### config.mk
export PLATFORM = sky130hd
export DESIGN_NAME = multicycle_ctrl
export DESIGN_NICKNAME = d
export VERILOG_FILES = /design/src/rtl/multicycle_ctrl.sv
export SDC_FILE = /design/constraint.sdc
export NUM_CORES = 1
export LEC_CHECK = 0
export ABC_AREA = 1
export CORE_UTILIZATION = 50
export DETAILED_ROUTE_END_ITERATION = 16
export PLACE_DENSITY_LB_ADDON = 0.15
export SYNTH_ARGS = -nofsm -noshare
export SYNTH_HDL_FRONTEND = slang
export SYNTH_SLANG_ARGS = --single-unit
### constraint.sdc
create_clock -name clk -period 3 [get_ports clk]
set_clock_uncertainty 0.2 [all_clocks]
set_input_delay 0.3 -clock clk [delete_from_list [all_inputs] [get_ports clk]]
set_output_delay 0.3 -clock clk [all_outputs]
set_load 0.01 [all_outputs]
### src/rtl/multicycle_ctrl.sv
`default_nettype none
// ============================================================================
// Module   : multicycle_ctrl
// Brief    : Multi-cycle FETCH/DECODE/EXEC/MEM/WB sequencer for the RV64 core
// Revision : 1.0
// ============================================================================
module multicycle_ctrl #(
    parameter int CNT_W   = 32,
    parameter int TIMEOUT = 16
) (
    input  logic             clk,
    input  logic             reset,
    input  logic             run,
    input  logic [6:0]       opcode,
    input  logic             zero,
    input  logic             imem_ready,
    input  logic             dmem_ready,
    output logic             imem_req,
    output logic             ir_write,
    output logic             dmem_req,
    output logic             mem_read,
    output logic             mem_write,
    output logic             reg_write,
    output logic             pc_write,
    output logic             pc_src,
    output logic             halted,
    output logic             error,
    output logic [2:0]       state,
    output logic [CNT_W-1:0] cycle_count,
    output logic [CNT_W-1:0] instret
);

    localparam int TMO_W = (TIMEOUT < 1) ? 1 : $clog2(TIMEOUT + 1);
    localparam logic [TMO_W-1:0] TMO_LIMIT = TMO_W'((TIMEOUT < 1) ? 1 : TIMEOUT);

    localparam logic [6:0] OP_RTYPE = 7'b0110011;
    localparam logic [6:0] OP_LOAD  = 7'b0000011;
    localparam logic [6:0] OP_STORE = 7'b0100011;
    localparam logic [6:0] OP_BEQ   = 7'b1100011;
    localparam logic [6:0] OP_ECALL = 7'b1110011;

    typedef enum logic [2:0] {
        S_IDLE   = 3'd0,
        S_FETCH  = 3'd1,
        S_DECODE = 3'd2,
        S_EXEC   = 3'd3,
        S_MEM    = 3'd4,
        S_WB     = 3'd5,
        S_HALT   = 3'd6
    } state_t;

    state_t           state_q, state_d;
    logic [TMO_W-1:0] tmo_q, tmo_d;
    logic [6:0]       op_q, op_d;
    logic             error_q, error_d;
    logic [CNT_W-1:0] cycle_q, cycle_d;
    logic [CNT_W-1:0] instret_q, instret_d;

    logic [TMO_W-1:0] tmo_inc;
    logic             tmo_expired;

    assign tmo_inc     = tmo_q + TMO_W'(1);
    assign tmo_expired = (tmo_inc == TMO_LIMIT);

    always_ff @(posedge clk or posedge reset) begin
        if (reset) begin
            state_q   <= S_IDLE;
            tmo_q     <= '0;
            op_q      <= '0;
            error_q   <= 1'b0;
            cycle_q   <= '0;
            instret_q <= '0;
        end else begin
            state_q   <= state_d;
            tmo_q     <= tmo_d;
            op_q      <= op_d;
            error_q   <= error_d;
            cycle_q   <= cycle_d;
            instret_q <= instret_d;
        end
    end

    always_comb begin
        state_d   = state_q;
        tmo_d     = tmo_q;
        op_d      = op_q;
        error_d   = error_q;
        imem_req  = 1'b0;
        ir_write  = 1'b0;
        dmem_req  = 1'b0;
        mem_read  = 1'b0;
        mem_write = 1'b0;
        reg_write = 1'b0;
        pc_write  = 1'b0;
        pc_src    = 1'b0;

        case (state_q)
            S_IDLE: begin
                if (run) begin
                    state_d = S_FETCH;
                end
            end

            S_FETCH: begin
                imem_req = 1'b1;
                if (imem_ready) begin
                    ir_write = 1'b1;
                    state_d  = S_DECODE;
                end else if (tmo_expired) begin
                    state_d = S_HALT;
                    error_d = 1'b1;
                end else begin
                    tmo_d = tmo_inc;
                end
            end

            // Later stages work from op_q so a changing IR input cannot redirect them.
            S_DECODE: begin
                op_d = opcode;
                case (opcode)
                    OP_RTYPE, OP_LOAD, OP_STORE, OP_BEQ: state_d = S_EXEC;
                    OP_ECALL: state_d = S_HALT;
                    default: begin
                        state_d = S_HALT;
                        error_d = 1'b1;
                    end
                endcase
            end

            S_EXEC: begin
                case (op_q)
                    OP_BEQ: begin
                        pc_write = 1'b1;
                        pc_src   = zero;
                        state_d  = S_FETCH;
                    end
                    OP_LOAD, OP_STORE: state_d = S_MEM;
                    OP_RTYPE:          state_d = S_WB;
                    default: begin
                        state_d = S_HALT;
                        error_d = 1'b1;
                    end
                endcase
            end

            S_MEM: begin
                dmem_req  = 1'b1;
                mem_read  = (op_q == OP_LOAD);
                mem_write = (op_q == OP_STORE);
                if (dmem_ready) begin
                    if (op_q == OP_LOAD) begin
                        state_d = S_WB;
                    end else begin
                        pc_write = 1'b1;
                        state_d  = S_FETCH;
                    end
                end else if (tmo_expired) begin
                    state_d = S_HALT;
                    error_d = 1'b1;
                end else begin
                    tmo_d = tmo_inc;
                end
            end

            S_WB: begin
                reg_write = 1'b1;
                pc_write  = 1'b1;
                state_d   = S_FETCH;
            end

            S_HALT: begin
                state_d = S_HALT;
            end

            default: begin
                state_d = S_HALT;
                error_d = 1'b1;
            end
        endcase

        if (state_d != state_q) begin
            tmo_d = '0;
        end

        cycle_d = cycle_q;
        if (state_q != S_IDLE && state_q != S_HALT) begin
            cycle_d = cycle_q + CNT_W'(1);
        end

        instret_d = instret_q;
        if (pc_write) begin
            instret_d = instret_q + CNT_W'(1);
        end
    end

    assign halted      = (state_q == S_HALT);
    assign error       = error_q;
    assign state       = state_q;
    assign cycle_count = cycle_q;
    assign instret     = instret_q;

endmodule
`default_nettype wire

# Word-level counts from Yosys, hierarchy flattened
# Cells that the tools add are included.
# classes
bitwise	1
add_sub_neg	3
n_reduce_logical	11
n_eq_ne	24
mux	32
# op_table
cell	count
$add 32x1->32 const B	2
$eq 7x6->1 const B	4
$eq 7x7->1 const B	3
$mux 5	4
$mux 3	6
$pmux 3 s6	1
$mux 1	17
$eq 7x2->1 const B	2
$pmux 5 s2	1
$eq 3x3->1 const B	3
$ne 3x3->1 const B	3
$pmux 3 s3	1
$ne 2x2->1 const B	4
$reduce_or 4->1	2
$eq 3x2->1 const B	2
$reduce_bool 3->1	2
$add 5x1->5 const B	1
$eq 5x5->1 const B	1
$pmux 1 s5	1
$reduce_and 5->1	1
$reduce_or 5->1	1
$eq 3x1->1 const B	1
$logic_not 3->1	1
$ne 3x3->1	1
6 further kinds	6
# totals
register_bits	80
output_inout_bits	77
wordCells	77
inputBits	13

# Depth between registers and ports, before layout
# logic_depth
ltp_word	8
depth_mapped	13
mapped_depth_nobuf	13

# Worst setup path before layout
# No wires, ideal clock.
# synth_timing
path_kind	flip-flop to flip-flop
startpoint	register state_q[1] (netlist: state[1])
endpoint	register tmo_q[2]
setup_ps	120
n_path_buf	0
arrival_time_ps	1538
path_slack_ps	1142
period_less_slack_ps	1858
t_required_ps	2680
path_stages_with_launch	10
path_cell_list	dfrtp_1 inv_2 nand2_1 nor2_1 nand2_1 o21ai_0 nor2_2 nand2_1 xor2_1 nor2_1
# synth_between
elab_chain_cells	6
word_cells_on_any_way	18
cone_classes	eq/ne: 8; mux: 7; reduce/logical: 3
# synth_rtl
item	line_no	rtl
from (decl)	52	state_t state_q, state_d;
from (signal assigned)	74	state_q <= state_d;
$mux 3	109, 157	
$mux 3, on equally long branches	150, 106	
$pmux 3 s6	97	case (state_q)
$ne 3x3->1	181	if (state_d != state_q) begin
$ne 3x3->1 (no source line) or $reduce_bool 3->1 (tied branches)	--	
$reduce_and 3->1 (no source line)	--	
to (signal assigned)	75	tmo_q <= tmo_d;
to (decl)	53	logic [TMO_W-1:0] tmo_q, tmo_d;
# Several ways; a longest one is shown, not always the timed one.
# A chain may end at the register's enable or synchronous reset.

# Worst setup path in the final report
# layout_timing
startpoint	register state_q[1] (netlist: state[1])
endpoint	output port pc_write
# layout_between
elab_chain_cells	2
word_cells_on_any_way	4
cone_classes	eq/ne: 3; mux: 1
# layout_rtl
item	line_no	rtl
$eq 3x3->1 or $eq 3x2->1 (tied branches)	97	
$pmux 1 s3 (*)	97	
to (decl)	24	output logic pc_write,
# Mark *: on every way between the ends. The rest lies on a longest branch, timed or not.

==> flow_summary.ini <==
[global_routing]
grt_pass1_wl_um = 19100
antenna_found_initial = 0
grt_max_degree = 45
grt_pass1_vias = 4083
grt.overflow.total = 0
track_usage_pct = 24.6

[timing]
worst_pin_slew_ns = 0.686
setup_tns_ns = 0
layout_setup_ws_ns = 0.333
rsz0062_at_grt = no
post-route-min-period_ns = 2.67
finalSetupViolCount = 0
fmax_mhz = 375
finalCritPeriodShare_pct = 88.9
hold_viol = 0
slew_headroom_pct = 54.2
drv_slew = 0

[clocking]
cts_inserted_buffers = 9
cts_tree = done
root_buffer = clkbuf_8
cts_setup_buffers = 0
clk_latency_ns = 0.36
h-tree-depth = 3
cts_resized = 0
clock_path_buffers = 2
cts_hold_buf = 0
cts.sinks = 80
clk_pin_slew_ns = 0.09

[cells_and_area]
final_cell_mix = nand2_1, clkdlybuf4s50_1, inv_1, dfrtp_1, nor2_1
area_growth_pct = 27.1
drive_above_1_share_pct = 7.08
nets = 731
final_common_cell = nand2_1
insertedDiodeCount = 0

[synthesis]
ys_seq_elements = 80
synth_area_um2 = 4680
ys_warn_count = 0
syn_inst = 616
ys_seq_area_share_pct = 42.8
avgSynthCellArea_um2 = 7.60
ys_types = 32
syn_nets = 632

[die]
ios = 90
die_w_um = 98.8
core.rowCount = 34
core_um2 = 8890
initial_core_util_pct = 52.7
die_area_um2 = 9750
die_h_um = 98.8

[setup_path]
crit_start = state[1]$_DFF_PP0_
r2r_start = state[1]$_DFF_PP0_
r2r-end = instret[10]$_DFFE_PP0P_
arrival_ns = 2.17
endpoint_kind = primary output
r2r_setup_slack_ns = 0.60
critPathLaunchType = flop
crit_path_max_fanout = 8
crit_type = flop to primary output
crit_required_ns = 2.50
reg2reg_depth = 9

[worst_hold_path]
holdCritPathClass = input port to asynchronous set/reset pin

[pwr]
ir_worst_vdd_uv = 246
powerDensity_nw_per_um2 = 340
p_leak_uw = 0.00267

[placement]
gp_congestion = 0.954
dpl_worst_slack_ns = 0.654
port_buffers = 89
detailed_place_hpwl_um = 8660

[routing]
drtIter0Drc = 200
wl_per_cell_um = 13.4
post_drt_via_cell_ratio = 5.11
drtAntennaViolNets = 0
vias = 4229
wirelength_um = 11100
first_pass_iters = 5
drc = 0

[run]
maxCapViolCount = 0

[status]
outcome = finished clean
## metrics by stage
step | utilization, % | instances | power [uW] | cell area, um2 | hold WS, ns
after global placement | 64.4 | 812 | 1150 | 5720 | 0.258
after CTS | 66.9 | 828 | 2050 | 5950 | 0.157
after floorplan | - | 616 | 1120 | 4680 | 0.210
after global routing | 66.9 | 828 | 2090 | 5950 | 0.201
after detailed placement | 64.4 | 812 | 1150 | 5720 | 0.263
final | 66.9 | 828 | 2020 | 5950 | 0.142
## cells in the mapped netlist
cell	instances	share of area [%]
a21oi_1	1	0.11
a41o_1	1	0.21
buf_2	2	0.21
buf_4	1	0.16
clkbuf_1	1	0.080
dfrtp_1	80	43
ha_1	3	0.80
inv_1	84	6.7
inv_2	5	0.40
inv_4	1	0.13
nand2_1	166	13
nand2_2	4	0.53
nand2_4	3	0.72
nand3_1	32	3.4
nand3_2	1	0.21
nand3_4	1	0.37
nand3b_1	1	0.16
nand4_1	24	3.2
nand4_2	1	0.27
nor2_1	70	5.6
nor2_2	6	0.80
nor2_4	4	0.96
nor3_1	25	2.7
nor3_2	4	0.86
nor3b_1	2	0.32
nor4_1	6	0.80
nor4_4	1	0.45
o21ai_0	25	2.7
o21ai_1	4	0.43
or2_1	1	0.13
xnor2_1	17	3.2
xor2_1	39	7.3
## how the worst max path moves through the flow
stage | end | cells past startpoint
6_report | pc_write | 6
5_1_grt | pc_write | 6
4_1_cts | pc_write | 6
3_5_place_dp | instret[10]$_DFFE_PP0P_ | 9
3_3_place_gp | instret[10]$_DFFE_PP0P_ | 9
2_1_floorplan | cycle_count[0]$_DFFE_PP0P_ | 1
## worst max-delay path, cell delays in order (launching register included)
cell	delay (ns)
dfrtp_1	0.46
nor2_1	0.22
nand2_1	0.16
nor2_1	0.18
nand2_1	0.11
nand3_4	0.07
clkdlybuf4s50_1	0.61
## registers in the layout, indices dropped and copies added, names as in the netlist
name / count
cycle_count: 32
error: 1
instret: 32
op_q: 7
state: 3
tmo_q: 5
## routing by layer
| metal | GRT usage, % | wire length [um] | vias to the layer above |
|---|---|---|---|
| met5 | 0 | 0 | - |
| met4 | 9.87 | 216 | 0 |
| met3 | 3.12 | 465 | 17 |
| met2 | 39.6 | 5220 | 126 |
| met1 | 33.7 | 5200 | 1943 |
| li1 | - | - | 2143 |
## final cells by class
type	instances	area, um2
repair buffers	92	926
flip-flops and latches	80	2000
fillers	783	2940
clock inverters	7	103
well taps	108	135
inverters	90	342
multi-input cells	442	2320
clock buffers	9	124
## cell families (layout without fill, tap and decap cells)
logic type / after synthesis / count (layout) / synth area share [%]
AND/OR/NAND/NOR: 352 / 352 / 34.8
AO/OA/AOI/OAI: 31 / 31 / 3.42
adder cells (fa/ha/maj): 3 / 3 / 0.802
flip-flops: 80 / 80 / 42.8
XOR/XNOR: 56 / 56 / 10.5
buffers and inverters: 94 / 198 / 7.72
## report_power, final
part           switching, uW  internal, uW  leakage [uW]
sequential                 0          1080       0.00101
clock                    422           477      0.000110
combinational           28.2          17.8       0.00154
No activity file was read; power rests on OpenSTA's default activity.
